File: src/rtl/mips_pkg.sv
// Shared MIPS datapath constants used by the register file and the ALU.
package mips_pkg;

    localparam int DATA_W = 32;
    localparam int REG_AW = 5;
    localparam logic [REG_AW-1:0] ZERO_REG = 5'd0;

endpackage

File: src/rtl/grf_rdport.sv
// One combinational read port: zero-register masking plus optional write-first
// forwarding when GRF_BYPASS_EN is defined.
module grf_rdport
    import mips_pkg::*;
#(
    parameter int DATA_W = mips_pkg::DATA_W
) (
    input  logic [REG_AW-1:0] ra,
    input  logic [DATA_W-1:0] reg_data,
    input  logic              reset,
    input  logic              we,
    input  logic [REG_AW-1:0] wa,
    input  logic [DATA_W-1:0] wd,
    output logic [DATA_W-1:0] rd
);

`ifdef GRF_BYPASS_EN
    logic fwd_s;
    // A write that will commit this edge to the same address is forwarded.
    assign fwd_s = we && !reset && (wa != ZERO_REG) && (wa == ra);
`else
    logic unused_s;
    assign unused_s = ^{reset, we, wa, wd};
`endif

    // Select masked, forwarded or stored data for this port.
    always_comb begin
        rd = {DATA_W{1'b0}};
        if (ra == ZERO_REG) begin
            rd = {DATA_W{1'b0}};
`ifdef GRF_BYPASS_EN
        end else if (fwd_s) begin
            rd = wd;
`endif
        end else begin
            rd = reg_data;
        end
    end

endmodule

File: src/rtl/grf.sv
// General register file: two combinational read ports, one write port, and a
// committed-write counter. Optional forwarding is enabled by GRF_BYPASS_EN.
module grf
    import mips_pkg::*;
#(
    parameter int DATA_W = mips_pkg::DATA_W,
    parameter int NREG   = 32
) (
    input  logic              clk,
    input  logic              reset,
    input  logic              we,
    input  logic [REG_AW-1:0] wa,
    input  logic [DATA_W-1:0] wd,
    input  logic [REG_AW-1:0] ra1,
    input  logic [REG_AW-1:0] ra2,
    output logic [DATA_W-1:0] rd1,
    output logic [DATA_W-1:0] rd2,
    output logic [31:0]       wcnt
);

    logic [DATA_W-1:0] regs_r [NREG];
    logic [31:0]       wcnt_r;
    logic              commit_s;

    // Writes to register 0 are dropped and do not count as committed.
    assign commit_s = we && (wa != ZERO_REG);

    // Register storage and write counter.
    always_ff @(posedge clk) begin
        if (reset) begin
            for (int i = 0; i < NREG; i++) begin
                regs_r[i] <= {DATA_W{1'b0}};
            end
            wcnt_r <= 32'd0;
        end else if (commit_s) begin
            regs_r[wa] <= wd;
            wcnt_r     <= wcnt_r + 32'd1;
        end
    end

    assign wcnt = wcnt_r;

    grf_rdport #(.DATA_W(DATA_W)) u_rdport1 (
        .ra       (ra1),
        .reg_data (regs_r[ra1]),
        .reset    (reset),
        .we       (we),
        .wa       (wa),
        .wd       (wd),
        .rd       (rd1)
    );

    grf_rdport #(.DATA_W(DATA_W)) u_rdport2 (
        .ra       (ra2),
        .reg_data (regs_r[ra2]),
        .reset    (reset),
        .we       (we),
        .wa       (wa),
        .wd       (wd),
        .rd       (rd2)
    );

endmodule

File: config.mk
export PLATFORM = sky130hd
export DESIGN_NAME = grf
export DESIGN_NICKNAME = d
export VERILOG_FILES = /design/src/rtl/mips_pkg.sv /design/src/rtl/grf_rdport.sv /design/src/rtl/grf.sv
export SDC_FILE = /design/constraint.sdc
export NUM_CORES = 2
export LEC_CHECK = 0
export CAP_MARGIN = 20
export CORE_MARGIN = 2
export CORE_UTILIZATION = 57
export CTS_CLUSTER_DIAMETER = 100
export DETAILED_ROUTE_END_ITERATION = 10
export PLACE_DENSITY = 0.77
export SYNTH_ARGS = -nofsm -noshare
export SYNTH_HDL_FRONTEND = slang
export SYNTH_SLANG_ARGS = --single-unit
File: constraint.sdc
create_clock -name clk -period 2.65 [get_ports clk]
set_clock_uncertainty 0.15 [all_clocks]
set_input_delay 0.53 -clock clk [delete_from_list [all_inputs] [get_ports clk]]
set_output_delay 0.53 -clock clk [all_outputs]
set_load 0.05 [all_outputs]
# --- After elaboration in Yosys (flattened, before gate mapping) ---
# Memories as Yosys holds them, arrays and structs flattened.
# Index checks and enable logic that the tools add are counted.
word_totals:
  regBits: 32
  latchBits: 0
  ram_bits: 1024
  rom_bits: 0
  inputBits: 50
  output_inout_bits: 96
  word_cells: 18
  memories: 1
classes:
  addsub: 1
  multipliers: 0
  div_mod_pow: 0
  n_lt_le_gt_ge: 0
  eq_ne: 0
  shifts: 0
  mux: 10
  bitwise_logic: 0
  n_reduce_logical: 5
memory_table:
  columns: ["name", "depth", "word_bits", "read_ports", "rd_ports_with_merged_regs", "write_ports", "line", "source"]
  rows:
  - ["regs_r", 32, 32, 2, 0, 32, "grf.sv:21", "logic [DATA_W-1:0] regs_r [NREG];"]
op_table:
  columns: ["operator", "count"]
  rows:
  - ["32-bit two-way mux", 3]
  - ["32-bit by 1-bit adder with 32-bit output, second input constant", 1]
  - ["32-bit OR reduction", 1]
  - ["5-bit logical NOT", 2]
  - ["1-bit two-way mux", 6]
  - ["5-bit two-way mux", 1]
  - ["5-bit nonzero test", 1]
  - ["1-bit logical AND", 1]

# --- Depth between registers and ports, before layout ---
logic_depth:
  word_depth: 7
  ltp_mapped: 9

# --- By module ---
# From an unflattened synthesis, not the netlist that was laid out.
unflattened:
  hier_cells: 4862
  area_unflattened_um2: 57600.2
by_module_without_submodules:
  columns: ["mod", "n_inst", "cells_each", "area_each_um2", "seq_area_each_um2"]
  rows:
  - ["grf", 1, 4782, 56957.1, 31390.1]
  - ["grf_rdport", 2, 40, 321.6, 0.0]

# --- Least setup slack after synthesis ---
# Ideal clock, no wire load.
synth_path:
  path_kind: "in2out"
  startpoint: "input port ra2[0]"
  endpoint: "output port rd2[11]"
  arrival_time_ns: 4.023
  t_required_ns: 1.970
  slack_ns: -2.053
  stages: 7
  cell_sequence: "buf_4 > buf_6 > buf_4 > buf_4 > clkbuf_1 > a211oi_1 > a2111oi_0"
synth_via:
  elab_chain_cells: 2
synth_lines:
  columns: ["item", "line", "source"]
  rows:
  - ["from (decl)", "grf.sv:15", "input logic [REG_AW-1:0] ra2,"]
  - ["memory read 32 x 32 bit or 5-bit logical NOT (tied branches)", null, null]
  - ["32-bit two-way mux (*)", "grf_rdport.sv:29", "if (ra == ZERO_REG) begin"]
  - ["to (decl)", "grf.sv:17", "output logic [DATA_W-1:0] rd2,"]
# Mark *: on every way between the ends. The rest lies on a longest branch, timed or not.

==> impl_table.tex <==
\begin{tabular}{lr}
\hline
Metric & Value \\
\hline
\multicolumn{2}{l}{\textbf{Global route}} \\
\quad Via count of the first global-routing pass & just under 40,000 \\
\quad Largest net degree at the start of global routing & a little under 50 \\
\quad Initial antenna violation count & 7 \\
\quad Gr usage total & about 38\% \\
\quad Sum of overflow across all layers after global routing & 0 \\
\quad Global-route wire length before repair & $\sim$270,000 um \\
\multicolumn{2}{l}{\textbf{Outcome}} \\
\quad Violations in the final reports & negative setup slack \\
\quad Status & finished, violations left \\
\multicolumn{2}{l}{\textbf{Timing}} \\
\quad Clock period minus worst slack & 3.46 ns \\
\quad Worst path setup slack after routing & -0.812 ns \\
\quad Worst-Margin Slew & between 0.8 and 0.9 ns \\
\quad Number of endpoints with negative hold slack in the final report & 0 \\
\quad Max frequency & roughly 0.29 GHz \\
\quad Final period util & 131\% \\
\quad Unrepaired setup endpoints after global routing & true \\
\quad Final-report setup violation count & 64 \\
\quad Summed negative setup slack over all endpoints & -32.99 ns \\
\quad Max Transition Viols Final & 0 \\
\quad Headroom to the max-slew limit & roughly two fifths \\
\multicolumn{2}{l}{\textbf{Job}} \\
\quad Max-capacitance violation count & 0 \\
\multicolumn{2}{l}{\textbf{Pwr}} \\
\quad Peak supply drop & about 0.57 mV \\
\quad Total power density per cell area & 620 nW/um2 \\
\quad Power consumption & roughly 0.044 W \\
\quad Static leakage power & between 20 and 30 nW \\
\multicolumn{2}{l}{\textbf{CTS}} \\
\quad Number of H-tree branching levels & 3 \\
\quad Clk sinks & 1,056 \\
\quad Clock buffers created by TritonCTS & 111 \\
\quad CTS Hold Buffers Added & 0 \\
\quad Max Buffers Root-to-Sink & 3 \\
\quad Post-CTS clock slew at the launch and capture registers of the worst setup and hold paths & 0.06 ns \\
\quad Clock tree from TritonCTS & done \\
\quad Clock Latency Late Sink & about 0.71 ns \\
\quad Buffer type at the clock tree root & sky130\_fd\_sc\_hd\_\_clkbuf\_16 \\
\multicolumn{2}{l}{\textbf{Setup path}} \\
\quad CP Cell Sequence & mux4\_2 -> mux2i\_1 -> buf\_4 -> nor2\_4 -> a221oi\_2 -> buf\_4 -> a221oi\_4 -> buf\_12 \\
\quad Highest-delay cell along the critical path & sky130\_fd\_sc\_hd\_\_mux4\_2 \\
\quad Worst EP arrival & roughly 2.8 ns \\
\quad Required time of the critical path & approximately 2 ns \\
\quad Worst Setup End Kind & output pin \\
\quad Category of the most critical setup path & reg2out \\
\quad Setup slack of the worst register-to-register path & between 0.5 and 0.6 ns \\
\quad Most frequent cell on the critical path & sky130\_fd\_sc\_hd\_\_buf\_4 \\
\quad Max Fanout on Critical Path & 2 \\
\quad Delay of the slowest critical-path stage & roughly 0.48 ns \\
\quad Launching element type of the critical path & flip-flop \\
\multicolumn{2}{l}{\textbf{Die}} \\
\quad Height of the chip & 318 um \\
\quad I/O Pins & 146 \\
\quad Die boundary width & $\sim$320 um \\
\quad Starting density of the core & between 50 and 60\% \\
\quad Die Outline Area & a little over 100,000 um2 \\
\quad Floorplan Core Area & between 90,000 and 100,000 um2 \\
\quad Number of standard-cell rows in the floorplan & 115 \\
\multicolumn{2}{l}{\textbf{Yosys}} \\
\quad Share of synthesized area occupied by flip-flops and latches & a little under three fifths \\
\quad Synth Register Bits & between 1,000 and 1,500 \\
\quad YS warnings & 0 \\
\quad Async set or reset register ratio after synthesis & 0\% \\
\quad Leading register cell type out of synthesis & sky130\_fd\_sc\_hd\_\_edfxtp\_1 \\
\quad Top cells by area, synth & sky130\_fd\_sc\_hd\_\_edfxtp\_1, sky130\_fd\_sc\_hd\_\_mux4\_2, sky130\_fd\_sc\_hd\_\_and2\_1 \\
\quad EDFF count, synth & slightly above 1,000 \\
\quad Yosys top cell area share & around 55\% \\
\quad Library cell occupying the most area in the post-synthesis netlist & sky130\_fd\_sc\_hd\_\_edfxtp\_1 \\
\quad Average footprint of a synthesized cell & between 15 and 20 um2 \\
\quad Mapped Area & 56,100 um2 \\
\quad Most numerous cell types in the synthesized netlist & sky130\_fd\_sc\_hd\_\_edfxtp\_1, sky130\_fd\_sc\_hd\_\_and2\_1, sky130\_fd\_sc\_hd\_\_mux4\_2 \\
\quad Post-Syn Instances & between 3,000 and 4,000 \\
\quad Most used standard cell by instance count after synthesis & sky130\_fd\_sc\_hd\_\_edfxtp\_1 \\
\quad Unique masters post-synth & 50 \\
\multicolumn{2}{l}{\textbf{Hold path}} \\
\quad Worst min-delay path class & in2reg \\
\multicolumn{2}{l}{\textbf{Routing}} \\
\quad Remaining antenna violation count & 0 \\
\quad Initial DRC count & 6,077 \\
\quad DRC violation count after routing & 0 \\
\quad Number of vias per cell after detailed routing & 6.95 \\
\quad Via count of the routed design & $\sim$39,000 \\
\quad Iteration count of the initial detailed-routing pass & 5 \\
\quad Total wirelength of the detailed-routed design & 191,000 um \\
\quad WL per Instance & around 34 um \\
\multicolumn{2}{l}{\textbf{Place}} \\
\quad Placement Setup Slack & -1.06 ns \\
\quad Port Buffer Count & between 100 and 150 \\
\quad Routability congestion estimate from global placement & $\sim$0.9 \\
\quad Half-perimeter wire length after placement & roughly 120,000 um \\
\quad Number of placed instances, taps included & $\sim$5,300 \\
\quad DP Area & roughly 65,000 um2 \\
\multicolumn{2}{l}{\textbf{Final layout}} \\
\quad Finished Layout Cells & $\sim$5,600 \\
\quad Area taken by flip-flops and latches & about 31,000 um2 \\
\quad Layout Nets & roughly 4,200 \\
\quad Share of final-layout standard cells stronger than drive strength 1 & approximately two fifths \\
\quad Fill cell total of the finished layout & about 5,800 \\
\quad Area growth from synthesis to layout & 26.2\% \\
\quad Non-Filler Cell Area, Final & $\sim$71,000 um2 \\
\quad Area used by multi-input combinational logic & 25,500 um2 \\
\hline
\end{tabular}
-- routing by layer --
layer	vias to the layer above	global-route usage, %	routed length [um]
met3	630	10.8	26800
met2	3313	58.2	88800
met4	0	21.9	12100
met5	-	0	0
li1	15100	-	-
met1	19600	48.0	63600
-- layout by cell type, fill, tap and decap left out, types with 15 or more instances in the layout --
| cell type | n |
|---|---|
| sky130_fd_sc_hd__nor2_4 | 20 |
| sky130_fd_sc_hd__clkbuf_1 | 21 |
| sky130_fd_sc_hd__a31oi_4 | 31 |
| sky130_fd_sc_hd__a21oi_4 | 21 |
| sky130_fd_sc_hd__mux4_2 | 512 |
| sky130_fd_sc_hd__conb_1 | 32 |
| sky130_fd_sc_hd__buf_4 | 398 |
| sky130_fd_sc_hd__a22oi_2 | 43 |
| sky130_fd_sc_hd__buf_6 | 60 |
| sky130_fd_sc_hd__nor2_2 | 18 |
| sky130_fd_sc_hd__nand2_1 | 38 |
| sky130_fd_sc_hd__clkinv_2 | 24 |
| sky130_fd_sc_hd__a21oi_2 | 15 |
| sky130_fd_sc_hd__dfxtp_1 | 32 |
| sky130_fd_sc_hd__mux2_4 | 31 |
| sky130_fd_sc_hd__xnor2_1 | 19 |
| sky130_fd_sc_hd__buf_12 | 160 |
| sky130_fd_sc_hd__a21oi_1 | 40 |
| sky130_fd_sc_hd__mux2i_2 | 25 |
| sky130_fd_sc_hd__o21ai_2 | 15 |
| sky130_fd_sc_hd__edfxtp_1 | 1024 |
| sky130_fd_sc_hd__buf_16 | 20 |
| sky130_fd_sc_hd__nor2_1 | 30 |
| sky130_fd_sc_hd__and2_1 | 994 |
| sky130_fd_sc_hd__o21ai_4 | 24 |
| sky130_fd_sc_hd__clkinv_1 | 21 |
| sky130_fd_sc_hd__bufinv_16 | 19 |
| sky130_fd_sc_hd__a2111oi_4 | 17 |
| sky130_fd_sc_hd__clkbuf_16 | 116 |
| sky130_fd_sc_hd__mux2_2 | 57 |
| sky130_fd_sc_hd__nor2b_1 | 20 |
| sky130_fd_sc_hd__clkdlybuf4s50_1 | 53 |
| sky130_fd_sc_hd__or2_2 | 34 |
| sky130_fd_sc_hd__a211oi_1 | 16 |
| sky130_fd_sc_hd__mux2i_1 | 59 |
| sky130_fd_sc_hd__nand2_2 | 17 |
-- per-stage QoR --
stage | utilization, % | hold WS, ns
2_1_floorplan | - | 0.563
3_3_place_gp | 66.3 | 0.329
3_5_place_dp | 66.3 | 0.361
4_1_cts | 71.7 | 0.265
5_1_grt | 72.2 | 0.303
6_report | 72.2 | 0.290
-- worst paths after layout --
kind                                  end  cells past startpoint                   startpoint
max                                rd2[7]                      8  regs_r[21][7]$_SDFFCE_PN0P_
max reg2reg         wcnt[25]$_SDFFE_PP0P_                      5        wcnt[10]$_SDFFE_PP0P_
min          regs_r[20][15]$_SDFFCE_PN0P_                      3                        reset
min reg2reg         wcnt[29]$_SDFFE_PP0P_                      2        wcnt[29]$_SDFFE_PP0P_
-- registers in the layout (all words and copies together), names as in the netlist --
signal  count
regs_r   1024
wcnt       32
-- report_power, final --
group          total (W)  switching, W  internal [W]  leakage [nW]
Sequential        0.0197      0.000490        0.0192          10.0
Clock             0.0165       0.00677       0.00971          1.86
Combinational    0.00772       0.00413       0.00358          13.3
Total             0.0439        0.0114        0.0325          25.2
-- critical path, delay by kind of cell, from the launching register on --
family / cells / cell delay, ns
compound gates: 2 / 0.34
buf+inv: 3 / 0.60
flops: 1 / 0.40
mux: 2 / 0.68
simple gates: 1 / 0.04
-- cell type report --
type,instances,share of cell area [%]
flip-flops and latches,1056,44.4
multi-input cells,2262,36.1
repair buffers,722,11.9
clock buffers,135,4.14
well taps,1287,2.28
clock inverters,75,1.23
inverters,7,0.0371
diodes,7,0.0248
-- cells by family after synthesis --
kind of cell	count (synthesis)	synth area share [%]
xor gates and xnor gates	21	0.328
DFF	1056	56.0
and+or+nand+nor	1248	13.4
other	1	0.00669
muxes	688	23.9
adders and majority gates	1	0.0223
AOI/OAI and AO/OA	272	3.14
buffers and inverters	398	3.18
-- repair_timing --
action	4_1_cts	5_1_grt
cloned	12	2
pin swaps	47	37
resized for setup	223	73
endpoints found under the setup margin	76	69
setup buffers	25	22
Power figures use the tool's default switching activity.
